## config.mk

```make
export PLATFORM = sky130hd
export DESIGN_NAME = car_flow_counter_flat
export DESIGN_NICKNAME = d
export VERILOG_FILES = /design/src/rtl/car_flow_if.sv /design/src/rtl/car_flow_counter.sv /design/src/flat_wrapper.sv
export SDC_FILE = /design/constraint.sdc
export NUM_CORES = 1
export LEC_CHECK = 0
export ABC_AREA = 1
export BUFFER_PORTS_ARGS = -buffer_cell sky130_fd_sc_hd__buf_2
export CAP_MARGIN = 20
export CORE_AREA = 8 8 84 64
export CTS_CLUSTER_SIZE = 10
export DETAILED_ROUTE_END_ITERATION = 12
export DIE_AREA = 0 0 92 72
export SLEW_MARGIN = 0
export SYNTH_ARGS = -nofsm -noshare
export SYNTH_HDL_FRONTEND = slang
export SYNTH_SLANG_ARGS = --single-unit
```

## constraint.sdc

```tcl
create_clock -name clk_slow -period 3.3 [get_ports clk_slow]
set_clock_uncertainty 0.15 [all_clocks]
set_input_delay 0 -clock clk_slow [delete_from_list [all_inputs] [get_ports clk_slow]]
set_output_delay 0 -clock clk_slow [all_outputs]
set_load 0.03 [all_outputs]
```

## src/rtl/car_flow_if.sv

```systemverilog
// Car flow counter bus: the two debounced beam sensors in and the occupancy/status outputs.
// Ports (modport slave = counter side):
//   sensor_a, sensor_b : beam-blocked inputs (outer, inner)
//   count              : registered occupancy
//   full, empty        : occupancy flags
//   entry_pulse, exit_pulse, err_pulse : one-cycle event strobes
//   fault              : held in WAIT_CLR after a stall timeout
interface car_flow_if #(
  parameter int CNT_W = 4
);
  logic             sensor_a;
  logic             sensor_b;
  logic [CNT_W-1:0] count;
  logic             full;
  logic             empty;
  logic             entry_pulse;
  logic             exit_pulse;
  logic             err_pulse;
  logic             fault;

  modport master (
    output sensor_a, sensor_b,
    input  count, full, empty, entry_pulse, exit_pulse, err_pulse, fault
  );

  modport slave (
    input  sensor_a, sensor_b,
    output count, full, empty, entry_pulse, exit_pulse, err_pulse, fault
  );
endinterface

```

## src/rtl/car_flow_counter.sv

```systemverilog
// Two-beam car flow counter. A car entering blocks a, then a+b, then b, then clears;
// an exit is the mirror. Each completed passage moves the occupancy count by one,
// saturating at 0 and CAPACITY (saturation reports err_pulse instead).
// A passage that stalls for TIMEOUT_CYC cycles parks the FSM in WAIT_CLR with fault
// raised until both beams are clear again.
// Ports:
//   clk_slow : the only clock (1 kHz), rising edge
//   rst      : synchronous active-high reset
//   bus      : car_flow_if slave (sensors in, count/flags/pulses out)
module car_flow_counter #(
  parameter int CAPACITY    = 15,
  parameter int CNT_W       = 4,
  parameter int TIMEOUT_CYC = 2000
) (
  input  logic       clk_slow,
  input  logic       rst,
  car_flow_if.slave  bus
);

  localparam int TW = $clog2(TIMEOUT_CYC + 1);

  typedef enum logic [2:0] {
    IDLE, IN_A, IN_AB, IN_B, OUT_B, OUT_BA, OUT_A, WAIT_CLR
  } state_e;

  state_e           state_q, state_d;
  logic [TW-1:0]    stall_q, stall_d;
  logic [CNT_W-1:0] count_q, count_d;
  logic             entry_q, entry_d;
  logic             exit_q, exit_d;
  logic             err_q, err_d;
  logic             fault_q, fault_d;

  logic [1:0] ab;
  state_e     nxt;
  logic       ev_in, ev_out, tracking, timeout;

  // Passage sequencing from the sampled beam pair.
  always_comb begin
    ab     = {bus.sensor_a, bus.sensor_b};
    nxt    = state_q;
    ev_in  = 1'b0;
    ev_out = 1'b0;
    case (state_q)
      IDLE: case (ab)
        2'b10:   nxt = IN_A;
        2'b01:   nxt = OUT_B;
        2'b11:   nxt = WAIT_CLR;
        default: nxt = IDLE;
      endcase
      IN_A: case (ab)
        2'b11:   nxt = IN_AB;
        2'b00:   nxt = IDLE;
        2'b01:   nxt = WAIT_CLR;
        default: nxt = IN_A;
      endcase
      IN_AB: case (ab)
        2'b01:   nxt = IN_B;
        2'b10:   nxt = IN_A;
        2'b00:   nxt = WAIT_CLR;
        default: nxt = IN_AB;
      endcase
      IN_B: case (ab)
        2'b00:   begin nxt = IDLE; ev_in = 1'b1; end
        2'b11:   nxt = IN_AB;
        2'b10:   nxt = WAIT_CLR;
        default: nxt = IN_B;
      endcase
      OUT_B: case (ab)
        2'b11:   nxt = OUT_BA;
        2'b00:   nxt = IDLE;
        2'b10:   nxt = WAIT_CLR;
        default: nxt = OUT_B;
      endcase
      OUT_BA: case (ab)
        2'b10:   nxt = OUT_A;
        2'b01:   nxt = OUT_B;
        2'b00:   nxt = WAIT_CLR;
        default: nxt = OUT_BA;
      endcase
      OUT_A: case (ab)
        2'b00:   begin nxt = IDLE; ev_out = 1'b1; end
        2'b11:   nxt = OUT_BA;
        2'b01:   nxt = WAIT_CLR;
        default: nxt = OUT_A;
      endcase
      default: nxt = (ab == 2'b00) ? IDLE : WAIT_CLR;
    endcase
  end

  // Stall timer and next-state/output computation.
  always_comb begin
    // Timer only runs while a passage is in progress and not moving.
    tracking = (state_q != IDLE) && (state_q != WAIT_CLR) && (nxt == state_q);
    timeout  = tracking && (stall_q == TW'(TIMEOUT_CYC - 1));

    state_d = timeout ? WAIT_CLR : nxt;
    stall_d = (tracking && !timeout) ? stall_q + 1'b1 : '0;

    fault_d = fault_q;
    if (timeout)
      fault_d = 1'b1;
    else if (state_q == WAIT_CLR && nxt == IDLE)
      fault_d = 1'b0;

    count_d = count_q;
    entry_d = 1'b0;
    exit_d  = 1'b0;
    err_d   = 1'b0;
    if (ev_in) begin
      if (count_q == CNT_W'(CAPACITY)) err_d = 1'b1;
      else begin
        count_d = count_q + 1'b1;
        entry_d = 1'b1;
      end
    end else if (ev_out) begin
      if (count_q == '0) err_d = 1'b1;
      else begin
        count_d = count_q - 1'b1;
        exit_d  = 1'b1;
      end
    end
  end

  always_ff @(posedge clk_slow) begin
    if (rst) begin
      state_q <= IDLE;
      stall_q <= '0;
      count_q <= '0;
      entry_q <= 1'b0;
      exit_q  <= 1'b0;
      err_q   <= 1'b0;
      fault_q <= 1'b0;
    end else begin
      state_q <= state_d;
      stall_q <= stall_d;
      count_q <= count_d;
      entry_q <= entry_d;
      exit_q  <= exit_d;
      err_q   <= err_d;
      fault_q <= fault_d;
    end
  end

  assign bus.count       = count_q;
  assign bus.full        = (count_q == CNT_W'(CAPACITY));
  assign bus.empty       = (count_q == '0);
  assign bus.entry_pulse = entry_q;
  assign bus.exit_pulse  = exit_q;
  assign bus.err_pulse   = err_q;
  assign bus.fault       = fault_q;

endmodule

```

## src/flat_wrapper.sv

```systemverilog
// flat-port wrapper written by rule: the top's interface ports become plain ports
module car_flow_counter_flat 
#(
  parameter int CAPACITY    = 15,
  parameter int CNT_W       = 4,
  parameter int TIMEOUT_CYC = 2000
)
  (clk_slow, rst, bus_sensor_a, bus_sensor_b, bus_count, bus_full, bus_empty, bus_entry_pulse, bus_exit_pulse, bus_err_pulse, bus_fault);
  car_flow_if #(.CNT_W(CNT_W)) bus_i ();
  input  logic clk_slow;
  input  logic rst;
  input wire logic [$bits(bus_i.sensor_a)-1:0] bus_sensor_a;
  input wire logic [$bits(bus_i.sensor_b)-1:0] bus_sensor_b;
  output wire logic [$bits(bus_i.count)-1:0] bus_count;
  output wire logic [$bits(bus_i.full)-1:0] bus_full;
  output wire logic [$bits(bus_i.empty)-1:0] bus_empty;
  output wire logic [$bits(bus_i.entry_pulse)-1:0] bus_entry_pulse;
  output wire logic [$bits(bus_i.exit_pulse)-1:0] bus_exit_pulse;
  output wire logic [$bits(bus_i.err_pulse)-1:0] bus_err_pulse;
  output wire logic [$bits(bus_i.fault)-1:0] bus_fault;
  assign bus_i.sensor_a = bus_sensor_a;
  assign bus_i.sensor_b = bus_sensor_b;
  assign bus_count = bus_i.count;
  assign bus_full = bus_i.full;
  assign bus_empty = bus_i.empty;
  assign bus_entry_pulse = bus_i.entry_pulse;
  assign bus_exit_pulse = bus_i.exit_pulse;
  assign bus_err_pulse = bus_i.err_pulse;
  assign bus_fault = bus_i.fault;
  car_flow_counter #(.CAPACITY(CAPACITY), .CNT_W(CNT_W), .TIMEOUT_CYC(TIMEOUT_CYC)) u_core (.clk_slow(clk_slow), .rst(rst), .bus(bus_i));
endmodule
```

# After elaboration in Yosys (flattened, before gate mapping)
# Cells that the tools add are included.
# W data, S select, Z words.
# word_totals
in_bits	4
register_bits	22
# op_classes
addsub	3
muxes	25
bitwise	3
n_eq_ne	16
n_reduce_logical	17
# op_table
cell	n
$pmux W3 S3	6
$pmux W3 S7	1
$mux W4	4
$eq A3 B3 Y1 const B	4
$add A11 B1 Y11 const B	1
$eq A11 B11 Y1 const B	1
$mux W1	11
$eq A3 B2 Y1 const B	2
$logic_not A3 Y1	2
$mux W3	2
$pmux W2 S3	1
$logic_and A1 B1 Y1	5
$add A4 B1 Y4 const B	1
$eq A2 B2 Y1 const B	2
$eq A4 B4 Y1 const B	1
$logic_not A4 Y1	1
$reduce_bool A2 Y1	2
$reduce_or A2 Y1	2
$sub A4 B1 Y4 const B	1
$eq A3 B1 Y1 const B	1
$eq A3 B3 Y1	1
$ne A3 B3 Y1 const B	1
$not A1 Y1	3
$reduce_and A3 Y1	1
7 further kinds	7

# Depth between registers and ports, before layout
# depth
depth_word	10
depth_mapped	14
mapped_depth_nobuf	13

# Least setup slack after synthesis
# OpenSTA, ideal clock, no wires.
# synth_timing
path_kind	register to register
start	register u_core.state_q[0]
end	register u_core.count_q[3] (netlist: u_core.bus.count[3])
period_less_slack_ps	2180
arrival_ps	1911
t_required_ps	3031
setup_slack_ps	1120
path_stages_with_launch	12
setup_ps	119
path_cell_list	dfxtp_1 > buf_6 > nand2_1 > nor2_2 > nand2_1 > ha_1 > and3_1 > a211oi_1 > xor2_1 > nor2_1 > o21ai_0 > nor2_1
# synth_via
elab_chain_len	4
# synth_rtl
element	line_no	rtl
start, declared	car_flow_counter.sv:26	state_e state_q, state_d;
start signal, assigned	car_flow_counter.sv:135	state_q <= state_d;
$eq A3 B2 Y1 or $eq A3 B3 Y1 (tied branches)	car_flow_counter.sv:44	case (state_q)
$mux W1	car_flow_counter.sv:44	
$ne A2 B1 Y1 (no line), or another cell as far along	--	
$reduce_and A3 Y1 (no line)	--	
end signal, assigned	car_flow_counter.sv:137	count_q <= count_d;
end, declared	car_flow_counter.sv:28	logic [CNT_W-1:0] count_q, count_d;
# Parallel ways exist; a longest one is shown, timed or not.
# A chain may end at the register's enable or synchronous reset.

# Worst setup path in the final report
# Ends and elaborated chain as after synthesis.

==> results by group <==
Placed design
  – GP Congestion: 0.940
  – Post-DP Area: 1650 sq um
  – Number of I/O port buffers: 13
  – Number of instances in the placed design: 282
  – Detailed Place HPWL: 2450 um

Timing
  – Fin. Hold Viols: 0
  – Worst Max-Slew Pin Slew: 0.538 ns
  – Share of the cycle needed by the critical path after routing: 0.753
  – Max transition margin: 0.641
  – Smallest hold slack: 0.305 ns
  – Maximum clock rate: 0.403 GHz
  – Final sum of negative setup slack: 0 ns
  – Final-report setup violation count: 0
  – Max-slew violations: 0
  – Unrepaired setup endpoints after global routing: false
  – Time the final worst path needs with I/O delays and setup: 2.48 ns

Clocking
  – Cts hold-fix bufs: 1
  – Clock latency on the worst-skew pair: 0.26 ns
  – Number of gates resized after CTS: 0
  – Max H-tree Level: 1
  – CTS tree: yes
  – Clock root buffer: clkbuf_8
  – Clock transition time at the flip-flop clock pins of the worst setup and hold paths: 0.08 ns
  – Maximum buffer depth of the clock tree: 2
  – Clock net sink count: 22
  – Buffers inserted by post-CTS timing repair: 0
  – Inserted Clock Buffers: 3

Global route
  – Pin count of the biggest net entering global routing: 14
  – Number of antenna violations at the first check in global routing: 0
  – Met3 Resource Use GR: 0.0289
  – Final global-route overflow total: 0
  – Via count of the first global-routing pass: 1172
  – Routing usage on met2: 0.131
  – GR Util met1: 0.154
  – Overall fraction of global-route tracks in use: 0.0993
  – Global-route wire length before repair: 5490 um
  – Busiest metal layer after global routing: met1

Route
  – Via density per instance: 4.57
  – Number of DRC violations after detailed-routing iteration 0: 135
  – Antenna viol nets, final: 0
  – DRT Wirelength: 3080 um
  – First-pass DRT Iterations: 5
  – Routed length per instance: 10.7 um
  – Total vias in the final route: 1313
  – Residual DRC count: 0

Logic synthesis
  – EDFF count, synth: 0
  – Portion of the post-synthesis area used by sequential elements: 0.282
  – Number of warnings printed during yosys synthesis: 0
  – Top cells by count, synth: 35 x nand2_1, 33 x inv_1, 28 x nor2_1
  – Cell type with the largest total area after synthesis: dfxtp_1
  – Net count after synthesis: 235
  – Synthesized instance count: 219
  – Post-synth top flop: dfxtp_1
  – Top-count cell post-synth: nand2_1
  – Synth Cell Area: 1560 sq um
  – Share of synthesized registers carrying an async set or reset: 0
  – #FFs+latches synth: 22
  – Biggest area contributors in the synthesized netlist: dfxtp_1 28%, ha_1 8.8%, nand2_1 8.4%, inv_1 7.9%, nor2_1 6.7%
  – Synth top area share: 0.282
  – Mean instance size in the synthesized netlist: 7.13 sq um
  – Post-synthesis cell type count: 31

Floorplanning
  – Die H: 72 um
  – FP Rows: 20
  – Die area: 6620 sq um
  – Core outline area: 4100 sq um
  – Initial standard-cell utilization of the core: 0.380
  – Die width: 92 um
  – Top Ports: 14

Final layout
  – Fraction of layout instances using a drive strength above 1: 0.185
  – P&R area growth vs syn: 10.9%
  – Total non-filler cell area in the finished layout: 1730 sq um
  – Net total in the final layout: 249
  – Filler-free cell count of the finished design: 287
  – Antenna diode count: 0

Setup path
  – Max incr delay on CP: 0.57 ns
  – Capture instance of the worst register-to-register path: u_core.bus.count[3]
  – Series of cell instances along the critical path: nand2_1 > nor2_2 > nand2_1 > ha_1 > and3_1 > a211oi_1 > xor2_1 > nor2_1 > o21ai_0 > nor2_1
  – Reg-to-Reg Start: u_core.state_q[0]
  – Worst-path fanout max: 11
  – FF-to-FF setup slack: 0.82 ns
  – Category of the worst setup path capture point: flop
  – Classification of the worst setup path: flop to flop
  – Critical Path RT: 3.31 ns
  – Critical Path Source Type: flop
  – R2R depth: 10
  – Arrival time at the worst endpoint: 2.49 ns
  – Crit path max-delay cell type: dfxtp_1

Power
  – Power density over the cells: 594 nW/um^2
  – Design Power: 1030 uW
  – Max VDD drop: 0.236 mV
  – Leakage power: 0.000819 uW

Hold path
  – Hold path startpoint: u_core.stall_q[0]
  – Hold WC Path Type: flop to flop
  – Endpoint, Worst Hold: u_core.stall_q[0]
  – Worst hold stages: 1

Run
  – Count of maximum capacitance violations: 0

Outcome
  – Result of the run: finished, final reports clean
-- cell families after synthesis --
| group | Yosys count | share of synthesized area |
|---|---|---|
| and+or+nand+nor | 118 | 0.381 |
| AOI/OAI and AO/OA | 16 | 0.0593 |
| xor gates and xnor gates | 11 | 0.0617 |
| DFF | 22 | 0.282 |
| buffers and inverters | 40 | 0.115 |
| adders and majority gates | 12 | 0.101 |
-- critical path, delay by kind of cell, from the launching register on --
| kind | cells | cell delay, ns |
|---|---|---|
| AO/OA/AOI/OAI | 2 | 0.33 |
| flip-flops | 1 | 0.57 |
| AND/OR/NAND/NOR | 6 | 0.74 |
| adder cells (fa/ha/maj) | 1 | 0.38 |
| XOR/XNOR | 1 | 0.20 |
-- how the worst max path moves through the flow --
stage                     slack, ns              start  cells past startpoint                   to
final                          0.82  u_core.state_q[0]                     10  u_core.bus.count[3]
after global placement         0.85  u_core.state_q[0]                     10  u_core.bus.count[3]
after floorplan                1.12  u_core.state_q[0]                     11  u_core.bus.count[3]
after CTS                      0.83  u_core.state_q[0]                     10  u_core.bus.count[3]
after global routing           0.60  u_core.state_q[0]                     10  u_core.bus.count[3]
after detailed placement       0.81  u_core.state_q[0]                     10  u_core.bus.count[3]
-- stage by stage --
stage               utilization  setup slack (ns)
floorplan                     -              1.12
global placement          0.402             0.851
detailed placement        0.402             0.814
CTS                       0.422             0.827
global route              0.422             0.596
finish                    0.422             0.816
-- cell type report --
class	count	area, sq um
Inverter	35	134
Clock buffer	3	41.3
Timing Repair Buffer	14	75.1
Clock inverter	1	30.0
Multi-Input combinational cell	157	942
Fill cell	434	2370
Sequential cell	22	440
Tap cell	55	68.8
-- sequential cells by signal (all words and copies together) (netlist names) --
signal,cells
u_core.state_q,3
u_core.stall_q,11
u_core.bus.exit_pulse,1
u_core.bus.fault,1
u_core.bus.count,4
u_core.bus.entry_pulse,1
u_core.bus.err_pulse,1
-- per-layer routing --
metal  vias up  part of all wire
met5         -                 0
met1       564              0.57
met4         0            0.0032
met3         2             0.050
li1        719                 -
met2        28              0.38
-- cell usage in the layout (no fill, tap or decap) --
cell	n
inv_1	33
nand4_2	1
dlygate4sd3_1	1
or2_4	1
nand2_4	1
clkbuf_8	3
nand4_1	7
nor4_1	1
nor2_4	3
nand2_1	35
xor2_1	6
nor2_2	12
a21oi_1	5
o21ai_0	7
fa_1	1
xnor2_1	5
o21ai_2	1
nor2_1	28
nand2_2	1
ha_1	11
nor3b_1	1
inv_4	1
a211oi_1	2
a21oi_2	1
inv_2	1
bufinv_16	1
buf_2	13
nand3_2	3
nand3_1	18
dfxtp_1	22
nor3_1	3
and3_1	3
-- where the power goes --
part           internal (uW)  switching, uW
Clock                    162           86.7
Combinational            149            280
Sequential               289           62.3
Total                    599            429
Note: power is estimated with default switching activity, not from simulation.
